==> config.mk <==
export PLATFORM = sky130hd
export DESIGN_NAME = sprite_line_writer
export DESIGN_NICKNAME = d
export VERILOG_FILES = /design/src/rtl/sprite_line_writer.sv
export SDC_FILE = /design/constraint.sdc
export NUM_CORES = 1
export LEC_CHECK = 0
export BUFFER_PORTS_ARGS = -buffer_cell sky130_fd_sc_hd__clkbuf_2
export CORE_ASPECT_RATIO = 0.5
export CORE_MARGIN = 2
export CORE_UTILIZATION = 55
export DETAILED_ROUTE_END_ITERATION = 16
export HOLD_SLACK_MARGIN = 0.08
export PLACE_DENSITY = 0.8
export SLEW_MARGIN = 20
export SYNTH_ARGS = -nofsm -noshare
export SYNTH_HDL_FRONTEND = slang
export SYNTH_SLANG_ARGS = --single-unit
==> constraint.sdc <==
create_clock -name clk -period 3.3 [get_ports clk]
set_input_delay 0.66 -clock clk [delete_from_list [all_inputs] [get_ports clk]]
set_output_delay 0.66 -clock clk [all_outputs]
set_load 0.01 [all_outputs]
==> src/rtl/sprite_line_writer.sv <==
// Sprite line writer: renders one row of an intersecting sprite into the line
// buffer. For each visible tile it fetches one 8-pixel tile row, then writes up
// to eight pixels, skipping transparent and off-screen pixels.
module sprite_line_writer #(
   parameter int LINE_WIDTH = 640
) (
   input  logic        clk,
   input  logic        reset_n,
   input  logic        start,
   input  logic [15:0] a,
   input  logic [2:0]  sizeX,
   input  logic [2:0]  first,
   input  logic [2:0]  last,
   input  logic [3:0]  tileX,
   input  logic [3:0]  tile_y_total,
   input  logic [2:0]  tile_y_offset,
   input  logic        hFlip,
   output logic [10:0] tile_addr,
   input  logic [31:0] tile_data,
   output logic        lb_we,
   output logic [9:0]  lb_addr,
   output logic [3:0]  lb_data,
   output logic        busy,
   output logic        done
);

   localparam logic [2:0] S_IDLE  = 3'd0;
   localparam logic [2:0] S_FETCH = 3'd1;
   localparam logic [2:0] S_WAIT  = 3'd2;
   localparam logic [2:0] S_WRITE = 3'd3;
   localparam logic [2:0] S_DONE  = 3'd4;

   localparam logic [15:0] LW = 16'(LINE_WIDTH);

   logic [2:0]  state_q, state_d;
   logic [2:0]  t_q, t_d;
   logic [2:0]  p_q, p_d;
   logic [15:0] a_q, a_d;
   logic [2:0]  sizex_q, sizex_d;
   logic [2:0]  last_q, last_d;
   logic [3:0]  tilex_q, tilex_d;
   logic [3:0]  tyt_q, tyt_d;
   logic [2:0]  tyo_q, tyo_d;
   logic        hflip_q, hflip_d;
   logic [31:0] pix_q, pix_d;
   logic [10:0] tile_addr_q, tile_addr_d;

   logic [3:0]  pix_sel;
   logic [15:0] x;
   logic        x_on_line;

   // Tile memory address for tile t; the column wraps within 16 tiles.
   function automatic logic [10:0] calc_addr(input logic [3:0] tx, input logic [3:0] ty,
                                             input logic [2:0] sx, input logic [2:0] to,
                                             input logic [2:0] t,  input logic hf);
      logic [3:0] off;
      logic [3:0] col;
      off = hf ? ({1'b0, sx} - {1'b0, t}) : {1'b0, t};
      col = tx + off;
      return {ty, col, to};
   endfunction

   // Next-state logic: fetch a tile row, wait one cycle for memory, write 8 pixels.
   always_comb begin
      state_d     = state_q;
      t_d         = t_q;
      p_d         = p_q;
      a_d         = a_q;
      sizex_d     = sizex_q;
      last_d      = last_q;
      tilex_d     = tilex_q;
      tyt_d       = tyt_q;
      tyo_d       = tyo_q;
      hflip_d     = hflip_q;
      pix_d       = pix_q;
      tile_addr_d = tile_addr_q;
      case (state_q)
         S_IDLE: begin
            if (start) begin
               a_d     = a;
               sizex_d = sizeX;
               last_d  = last;
               tilex_d = tileX;
               tyt_d   = tile_y_total;
               tyo_d   = tile_y_offset;
               hflip_d = hFlip;
               if (first > last) begin
                  state_d = S_DONE;
               end else begin
                  t_d         = first;
                  tile_addr_d = calc_addr(tileX, tile_y_total, sizeX, tile_y_offset, first, hFlip);
                  state_d     = S_FETCH;
               end
            end
         end
         S_FETCH: state_d = S_WAIT;
         S_WAIT: begin
            pix_d   = tile_data;
            p_d     = 3'd0;
            state_d = S_WRITE;
         end
         S_WRITE: begin
            // Shift so the next pixel in screen order is always at the output end.
            pix_d = hflip_q ? {pix_q[27:0], 4'h0} : {4'h0, pix_q[31:4]};
            p_d   = p_q + 3'd1;
            if (p_q == 3'd7) begin
               if (t_q == last_q) begin
                  state_d = S_DONE;
               end else begin
                  t_d         = t_q + 3'd1;
                  tile_addr_d = calc_addr(tilex_q, tyt_q, sizex_q, tyo_q, t_q + 3'd1, hflip_q);
                  state_d     = S_FETCH;
               end
            end
         end
         S_DONE:  state_d = S_IDLE;
         default: state_d = S_IDLE;
      endcase
   end

   // State registers with synchronous active-low reset.
   always_ff @(posedge clk) begin
      if (!reset_n) begin
         state_q     <= S_IDLE;
         t_q         <= 3'd0;
         p_q         <= 3'd0;
         a_q         <= 16'd0;
         sizex_q     <= 3'd0;
         last_q      <= 3'd0;
         tilex_q     <= 4'd0;
         tyt_q       <= 4'd0;
         tyo_q       <= 3'd0;
         hflip_q     <= 1'b0;
         pix_q       <= 32'd0;
         tile_addr_q <= 11'd0;
      end else begin
         state_q     <= state_d;
         t_q         <= t_d;
         p_q         <= p_d;
         a_q         <= a_d;
         sizex_q     <= sizex_d;
         last_q      <= last_d;
         tilex_q     <= tilex_d;
         tyt_q       <= tyt_d;
         tyo_q       <= tyo_d;
         hflip_q     <= hflip_d;
         pix_q       <= pix_d;
         tile_addr_q <= tile_addr_d;
      end
   end

   // Pixel output: screen x = a + 8*t + p, where 8*t + p is just {t, p}.
   always_comb begin
      pix_sel   = hflip_q ? pix_q[31:28] : pix_q[3:0];
      x         = a_q + {10'd0, t_q, p_q};
      x_on_line = !x[15] && (x < LW);
      lb_we     = (state_q == S_WRITE) && (pix_sel != 4'h0) && x_on_line;
      lb_addr   = x[9:0];
      lb_data   = pix_sel;
      busy      = (state_q != S_IDLE);
      done      = (state_q == S_DONE);
      tile_addr = tile_addr_q;
   end

endmodule

# After elaboration in Yosys (flattened, before gate mapping)
# Index checks and enable logic that the tools add are counted.
# Widths: inputs -> output; s select.
[totals]
in_bits = 72
out_inout_bits = 28
reg_bits = 86
[classes]
reduce_logical = 12
mux = 21
n_lt_le_gt_ge = 2
eq_ne = 10
n_addsub = 7
[ops]
columns = ["operator", "count"]
rows = [
  ["$pmux 32 s2", 1],
  ["$mux 11", 4],
  ["$mux 32", 1],
  ["$mux 3", 8],
  ["$pmux 11 s2", 1],
  ["$add 16x6->16", 1],
  ["$lt 16x10->1 const B", 1],
  ["$mux 4", 3],
  ["$pmux 3 s2", 2],
  ["$pmux 3 s4", 1],
  ["$add 4x4->4", 2],
  ["$ne 2x2->1 const B", 4],
  ["$sub 3x3->4", 2],
  ["$add 3x1->3 const B", 2],
  ["$eq 3x2->1 const B", 2],
  ["$eq 3x3->1 const B", 2],
  ["$reduce_and 5->1", 1],
  ["$reduce_and 2->1", 2],
  ["$reduce_bool 2->1", 2],
  ["$reduce_bool 4->1", 1],
  ["$eq 3x1->1 const B", 1],
  ["$eq 3x3->1", 1],
  ["$gt 3x3->1", 1],
  ["$logic_and 1x1->1", 3],
  ["3 further kinds", 3],
]

# Longest topological paths before layout
# Gate-level depths: netlist of run 1.
[depth]
word_depth = 7
ltp_mapped = 13
mapped_depth_nobuf = 13

# Worst setup path before layout of run 1
# OpenSTA, ideal clock, no wires.
[synth_path]
path_kind = "flip-flop to output port"
startpoint = "register p_q[0]"
endpoint = "output port lb_we"
path_buffers = 0
stages_incl_launch_ff = 10
arrival_time_ns = 2.461
path_slack_ns = 0.179
required_ns = 2.640
path_cell_list = "dfxtp_1 -> ha_1 -> inv_1 -> fa_1 -> nand2b_1 -> a21oi_1 -> o211ai_1 -> xnor2_1 -> or3b_1 -> a211oi_1"
[synth_via]
elab_chain_cells = 4
word_cells_on_any_way = 5
[synth_rtl]
columns = ["item", "line", "rtl"]
rows = [
  ["from (decl)", "37", "logic [2:0] p_q, p_d;"],
  ["from (signal assigned)", "139", "p_q <= p_d;"],
  ["$add 16x6->16", "155", "x = a_q + {10'd0, t_q, p_q};"],
  ["via lb_addr[8]", "21", "output logic [9:0] lb_addr,"],
  ["$lt 16x10->1", "156", "x_on_line = !x[15] && (x < LW);"],
  ["$logic_and 1x1->1", "156", ""],
  ["$logic_and 1x1->1", "157", "lb_we = (state_q == S_WRITE) && (pix_sel != 4'h0) && x_on_line;"],
  ["to (decl)", "20", "output logic lb_we,"],
]
# The timed path passes the listed nets, and every way through them passes these cells.

# Worst setup path in the final report of run 1
[layout_path]
startpoint = "register a_q[0]"
endpoint = "output port lb_we"
[layout_via]
elab_chain_cells = 4
word_cells_on_any_way = 5
[layout_rtl]
columns = ["item", "line", "rtl"]
rows = [
  ["from (decl)", "38", "logic [15:0] a_q, a_d;"],
  ["from (signal assigned)", "127", "a_q <= 16'd0;"],
  ["from (signal assigned)", "140", "a_q <= a_d;"],
  ["$add 16x6->16 (*)", "155", ""],
  ["$lt 16x10->1 or $logic_not 1->1 (tied branches)", "156", ""],
  ["$logic_and 1x1->1 (*)", "156", ""],
  ["$logic_and 1x1->1 (*)", "157", ""],
]
# Mark *: on every way between the ends. The rest lies on a longest branch, timed or not.

==> results of run 1 <==
## cell type report
cell class,count,area (um2)
inverter,19,71.3
sequential,86,1730
fill,732,2830
multi-input combinational,466,3000
timing repair buffer,111,602
tap,117,146
clock buffer,10,229
clock inverter,5,75.1
## where the power goes
part | switching, mW | leakage [nW] | internal (mW)
clock network | 0.408 | 0.152 | 0.655
logic | 0.677 | 1.64 | 0.454
registers | 0.157 | 0.707 | 1.20
total | 1.24 | 2.50 | 2.31
## sequential cells by signal, summed over array words and instances, names as in the netlist
name,flops
a_q,16
hflip_q,1
last_q,3
p_q,3
pix_q,32
sizex_q,3
state_q,3
t_q,3
tile_addr,11
tilex_q,4
tyo_q,3
tyt_q,4
## cell usage in the layout, fill, tap and decap left out, types with 5 or more instances in the layout
master / n
o21ai_0: 9
dfxtp_2: 6
xor2_1: 7
nor3_1: 13
xnor2_1: 14
ha_1: 21
a311oi_2: 5
nand3_1: 14
a311oi_1: 5
buf_4: 10
mux2i_1: 27
inv_1: 16
dfxtp_1: 80
nor2_1: 83
a21oi_1: 76
a211oi_1: 30
clkbuf_16: 9
nand2_1: 91
and3_1: 7
clkbuf_2: 98
## how the worst min path moves through the flow
| stage | startpoint | to | slack [ns] | cells after the start |
|---|---|---|---|---|
| global route | tyo_q[1]$_SDFFE_PN0P_ | tyo_q[1]$_SDFFE_PN0P_ | 0.47 | 2 |
| floorplan | sizex_q[0]$_SDFFE_PN0P_ | sizex_q[0]$_SDFFE_PN0P_ | 0.44 | 2 |
| detailed placement | tyo_q[2]$_SDFFE_PN0P_ | tyo_q[2]$_SDFFE_PN0P_ | 0.45 | 2 |
| finish | tyo_q[0]$_SDFFE_PN0P_ | tyo_q[0]$_SDFFE_PN0P_ | 0.46 | 2 |
| global placement | tyt_q[1]$_SDFFE_PN0P_ | tyt_q[1]$_SDFFE_PN0P_ | 0.44 | 2 |
| CTS | tyo_q[2]$_SDFFE_PN0P_ | tyo_q[2]$_SDFFE_PN0P_ | 0.46 | 2 |
## what timing repair did
action / 4_1_cts / 5_1_grt
resized for setup: 8 / 12
endpoints found under the setup margin: 1 / 1
buffers inserted: 2 / 2
pin swaps: 2 / 11
cloned: 0 / 0
## critical path: stages, from the launching register on
cell and delay (ns):
dfxtp_2 0.35, ha_4 0.14, inv_2 0.04, fa_2 0.35
nand2b_4 0.16, a21oi_4 0.15, o211ai_1 0.11, xnor2_1 0.17
or3b_1 0.40, a211oi_2 0.20, buf_2 0.16
## cell families after synthesis
family / count (synthesis) / synth area share, %
xor+xnor: 21 / 3.76
fa+ha+maj: 29 / 8.18
simple gates: 231 / 20.4
buf+inv: 64 / 5.39
flops: 86 / 35.2
compound gates: 154 / 20.7
mux: 31 / 6.44
## synthesized netlist by cell type, types with 2 or more instances
| master | instances | area share, % |
|---|---|---|
| nand2_1 | 91 | 7.0 |
| dfxtp_1 | 86 | 35 |
| nor2_1 | 83 | 6.4 |
| a21oi_1 | 78 | 8.0 |
| clkbuf_1 | 33 | 2.5 |
| a211oi_1 | 31 | 4.8 |
| mux2i_1 | 27 | 5.5 |
| ha_1 | 24 | 6.1 |
| inv_1 | 17 | 1.3 |
| nand3_1 | 14 | 1.4 |
| xnor2_1 | 14 | 2.5 |
| nor3_1 | 13 | 1.3 |
| o21ai_0 | 9 | 0.92 |
| and3_1 | 7 | 0.89 |
| buf_2 | 7 | 0.72 |
| xor2_1 | 7 | 1.3 |
| a311oi_1 | 5 | 0.89 |
| a311oi_2 | 5 | 1.5 |
| fa_1 | 5 | 2.0 |
| a21o_1 | 4 | 0.61 |
| a221oi_1 | 4 | 0.72 |
| mux2_2 | 4 | 0.92 |
| nand2b_1 | 4 | 0.51 |
| nor2b_1 | 4 | 0.51 |
| o211ai_1 | 4 | 0.61 |
| buf_1 | 3 | 0.23 |
| nand3b_1 | 3 | 0.46 |
| o31ai_1 | 3 | 0.46 |
| and2_1 | 2 | 0.26 |
| buf_6 | 2 | 0.46 |
| nor3b_1 | 2 | 0.31 |
| o2111ai_1 | 2 | 0.36 |
| o21a_1 | 2 | 0.31 |
| or3_1 | 2 | 0.26 |
## layer usage
metal / track usage [%] / vias up
li1: - / 2299
met1: 35.3 / 2107
met2: 40.6 / 148
met3: 6.67 / 26
met4: 7.45 / 0
met5: 0 / -
## per-stage QoR
| step | hold slack (ns) | total power [mW] | util (%) | setup slack [ns] | std cells |
|---|---|---|---|---|---|
| finish | 0.459 | 3.55 | 67.4 | 0.0636 | 814 |
| global placement | 0.443 | 2.44 | 62.6 | 0.183 | 796 |
| floorplan | 0.436 | 2.15 | - | 0.179 | 616 |
| global route | 0.469 | 3.75 | 67.4 | 0.00487 | 814 |
| detailed placement | 0.449 | 2.47 | 62.6 | 0.0997 | 796 |
| CTS | 0.457 | 3.54 | 66.7 | 0.0139 | 813 |
==> metrics.md, run 1 <==
| Metric | Value |
|---|---|
| Status | completed |
| Distinct cells, synth | just under 50 |
| Grt total ovfl | 0 |
| CTS root buf | clkbuf_16 |
| Max-cap violation count | 0 |
| Start point of the critical path | a_q[0]$_SDFFE_PN0P_ |
| Share of layout cells above drive strength 1 | 22.7% |
| RR Startpoint | t_q[0]$_SDFFE_PN0P_ |
| LEAKAGE | approximately 2.5 nW |
| IO buf count | 99 |
| Die ar. | 9720 um2 |
| Metal2 WL | 5460 um |
| Highest Clock Rate | slightly above 0.3 GHz |
| Final setup fails | 0 |
| First-pass GRT wire length | 19800 um |
| Routed length on met1 | 5830 um |
| Clock Tree Buf Depth | 2 |
| Seq/Total Area, Yosys | 35.2% |
| Met3 Routed Length | about 830 um |
| NumNets Final | 794 |
| Worst Skew | 0.00713 ns |
| VDD IR-drop max | 372 uV |
| Gpl congestion | about 0.90 |
| Antenna violations before repair | 0 |
| Reg2Reg Setup Slack | 0.58 ns |
| Setup TNS | 0 ns |
| RSZ-0062 raised after global routing | false |
| Die W | roughly 140 um |
| Placement-stage cell area | between 5000 and 6000 um2 |
| TritonCTS buffer count | 9 |
| Synth-to-Final Area Change | 19.5% |
| DR pass1 iterations | 5 |
| Syn Inst Count | roughly 620 |
| 1st-iter DRT viols | 243 |
| Mean routed wirelength per cell | 15.2 um |
| Max-slew violations | 0 |
| Crit start category | flip-flop |
| Routed vias | ~4600 |
| H-tree depth | 3 |
| CTS Hold Buffers Added | 0 |
| Syn_area_per_cell | roughly 8 um2 |
| Final WL | around 12000 um |
| WP data required | 2.64 ns |
| Worst min path class | reg -> reg |
| Mapped Area | 4900 um2 |
| Yosys reg bits | 86 |
| Ys async rst share | 0% |
| Post-route clock period utilization | between 90% and 100% |
| CP endpoint | lb_we |
| Final Hold Viols | 0 |
| Worst Path Max Fanout | 3 |
| Diode count | 0 |
| Rel. slew slack | between 50% and 60% |
| CTS clk-pin slew, worst paths | 0.06 ns |
| Die Ht | about 70 um |
| CTS tree | built |
| DR DRC count | 0 |
| Final instance area | 5850 um2 |
| CTS Sinks | between 80 and 90 |
| Total track usage | 25.8% |
| Antenna viol nets, final | 0 |
| Vias in the first global route | approximately 4200 |
| R2R depth | 10 |
| Pwr/cell area | 607 nW/um2 |
| Core Area | 8680 um2 |
| Largest net degree at the start of global routing | 65 |
| Number of enable flip-flop cells after synthesis | 0 |
| Worst skew pair latency | 0.34 ns |
| DP HPWL | 8530 um |
| Num ports | 100 |
| Top_reg_cell synth | dfxtp_1 |
| Critical path arrival | between 2 and 3 ns |
| Slew @ Worst Pin | 0.654 ns |
| Syn Nets | 717 |
| Vias per std cell | 5.63 |
| Initial Util | 56.4% |
| Reg-to-reg endpoint | tile_addr[6]$_SDFFE_PN0P_ |
| DR top layer | met4 |
| Cell Rows | 24 |
| Tmin final | 3.24 ns |
| Crit. End Element | output port |
| Critical setup path kind | reg -> out |
| Synth Warn # | 0 |
Power figures use the tool's default switching activity.
==> inputs of run 2 (changes only) <==
--- a/constraint.sdc
+++ b/constraint.sdc
@@ -3,2 +3,2 @@
 set_output_delay 0.66 -clock clk [all_outputs]
-set_load 0.01 [all_outputs]
+set_load 0.1 [all_outputs]
==> metrics.md, run 2 (synthesis results as in run 1) <==
| Metric | Value |
|---|---|
| TritonCTS buffer count | 9 (unchanged) |
| Crit-path max cell delay | 0.42 ns (+0.02 ns) |
| IO buf count | 99 (unchanged) |
| CTS root buf | clkbuf_16 |
| Max-cap violation count | 0 (unchanged) |
| Cell Chain, Critical Path | ha_4 -> inv_2 -> fa_2 -> nand2b_4 -> a21oi_4 -> o211ai_1 -> xnor2_4 -> or3b_4 -> a211oi_4 -> buf_12 |
| Worst path bufs/invs | 2 (unchanged) |
| Critical path arrival | 2.80 ns (+0.22 ns) |
| H-tree depth | 3 (unchanged) |
| Initial Util | 56.4% (unchanged) |
| Final setup fails | 1 (+1) |
| 1st-iter DRT viols | 380 (+56%) |
| Die Ht | 70.7 um (unchanged) |
| Max FFs per register | 32 (unchanged) |
| Final Hold Viols | 0 (unchanged) |
| Worst skew pair latency | 0.34 ns (about the same) |
| Synth-to-Final Area Change | 21.0% |
| Rel. slew slack | 56.1% (-0.26 points) |
| Vias in the first global route | 4263 (+2.6%) |
| Max-slew violations | 0 (unchanged) |
| Grt total ovfl | 0 (unchanged) |
| Family with the most delay on the worst path | compound AO/OA/AOI/OAI gates |
| Failing checks | negative setup slack |
| Cell Rows | 24 (unchanged) |
| VDD IR-drop max | 415 uV (+11%) |
| Most common cell after layout, fill and taps aside | clkbuf_2 |
| Clock Tree Buf Depth | 2 (unchanged) |
| LEAKAGE | 2.55 nW (+1.8%) |
| Critical setup path kind | reg -> out |
| Antenna viol nets, final | 0 (unchanged) |
| Slowest-stage cell, CP | or3b_4 |
| Most frequent cells in the layout | 97 x clkbuf_2, 91 x nand2_1, 83 x nor2_1, 82 x dfxtp_1, 76 x a21oi_1 |
| Routed vias | 4563 (-0.37%) |
| Num ports | 100 (unchanged) |
| CTS tree | built |
| Mean routed wirelength per cell | 15.3 um (+0.38%) |
| Status | finished with violations |
| Die W | 137 um (unchanged) |
| Core Area | 8680 um2 (unchanged) |
| Comb pwr share | 39.8% (+7.9 points) |
| Crit. End Element | output port |
| Pwr/cell area | 682 nW/um2 (+12%) |
| Die ar. | 9720 um2 (unchanged) |
| Worst min path class | reg -> reg |
| Vias per std cell | 5.58 (-0.86%) |
| Slew @ Worst Pin | 0.658 ns (+0.00397 ns) |
| Worst Skew | 0.00545 ns (-0.00169 ns) |
| Final worst slack | -0.161 ns (-0.225 ns) |
| Highest Clock Rate | 0.289 GHz (-6.5%) |
| Net Sw Frac | 42.5% (+7.5 points) |
| DR pass1 iterations | 4 (-1) |
| Share of layout cells above drive strength 1 | 23.1% (+0.44 points) |
| Sequential share of power | 33.6% (-4.6 points) |
| CTS clk-pin slew, worst paths | 0.06 ns (about the same) |
| Total track usage | 26.7% (+0.88 points) |
| Worst Path Max Fanout | 2 (-1) |
| WP data required | 2.64 ns (about the same) |
| First-pass GRT wire length | 20400 um (+3.2%) |
| CTS Hold Buffers Added | 0 (unchanged) |
| Fill count | 744 (+1.6%) |
| Largest net degree at the start of global routing | 68 (+4.6%) |
| Antenna violations before repair | 0 (unchanged) |
| CTS Sinks | 86 (unchanged) |
| Most flops, register | pix_q |
| Gpl congestion | 0.860 (-4.9%) |
| Crit start category | flip-flop |
| Tot Pwr | 4.04 mW (+14%) |
| Diode count | 0 (unchanged) |
| Switching pwr | 1.72 mW (+38%) |
| Placement-stage cell area | 5530 um2 (+1.6%) |
| DR DRC count | 0 (unchanged) |
| Post-route clock period utilization | 105% (+6.8 points) |
| DP HPWL | 8530 um (about the same) |
| NumNets Final | 797 (+0.38%) |
| Int Pwr | 2.32 mW (+0.72%) |
| Final WL | 12500 um (+0.87%) |
| Final instance area | 5920 um2 (+1.2%) |
| RSZ-0062 raised after global routing | true |
| Tmin final | 3.46 ns (+0.225 ns) |
| Clk network pwr share | 26.6% (-3.3 points) |
==> run 2: cell count changes in the layout (fill, tap and decap cells not counted), moves of 2 or more <==
cell / previous run / this run
xnor2_1: 14 / 12
dfxtp_2: 6 / 3
buf_4: 10 / 13
ha_1: 21 / 23
dfxtp_1: 80 / 82
==> run 2: area by class of cell <==
class,count,area [um2],share of cell area [%]
clock buffer,9,225,3.80
clock inverter,7,88.8,1.50
tap,117,146,2.47
inverter,19,71.3,1.20
multi-input combinational,466,3020,51.0
timing repair buffer,114,642,10.8
sequential,86,1730,29.2
==> run 2: through the flow <==
step	setup WS (ns)	util, %	TNS (ns)	std cells	hold WS (ns)
after floorplan	-1.75	-	-1.95	616	0.436
after global placement	0.0528	63.7	0	796	0.443
after detailed placement	-0.00320	63.7	-0.00320	796	0.447
after CTS	-0.160	67.7	-0.160	816	0.456
after global routing	-0.253	68.2	-0.253	818	0.469
final	-0.161	68.2	-0.161	818	0.459
==> run 2: metal layers <==
metal	track usage [%]	share of wire [%]	up-vias
li1	-	-	2308
met1	35.9	46	2114
met2	43.3	46	128
met3	6.67	6.9	13
met4	6.87	0.95	0
met5	0	0	-
==> run 2: repair_timing <==
action | in CTS | in global routing
pin swaps | 7 | 5
setup buffers | 4 | 1
resized for setup | 5 | 6
endpoints found under the setup margin | 1 | 3
==> run 2: worst register-to-register path, stage by stage, from the launching register on <==
cell and delay (ns):
dfxtp_1 0.31, buf_4 0.16, ha_1 0.35, fa_1 0.47, a21oi_1 0.31, ha_1 0.30
a21o_1 0.15, a21oi_1 0.18, xnor2_1 0.16, xnor2_1 0.16, mux2i_1 0.10, o22ai_1 0.16
==> run 2: path summary, 6_finish.rpt <==
path,start,to,slack (ns),cells past startpoint
max,a_q[0]$_SDFFE_PN0P_,lb_we,-0.16,10
min,tyt_q[0]$_SDFFE_PN0P_,tyt_q[0]$_SDFFE_PN0P_,0.46,2
max reg2reg,t_q[0]$_SDFFE_PN0P_,tile_addr[6]$_SDFFE_PN0P_,0.42,11
min reg2reg,tyt_q[0]$_SDFFE_PN0P_,tyt_q[0]$_SDFFE_PN0P_,0.46,2
==> run 2: power by group through the flow <==
stage	Combinational [mW]	Sequential [mW]	Clock, mW
after floorplan	1.16	1.48	0
after global placement	1.55	1.37	0
after detailed placement	1.58	1.37	0
after CTS	1.59	1.35	1.09
after global routing	1.74	1.38	1.14
final	1.61	1.36	1.08
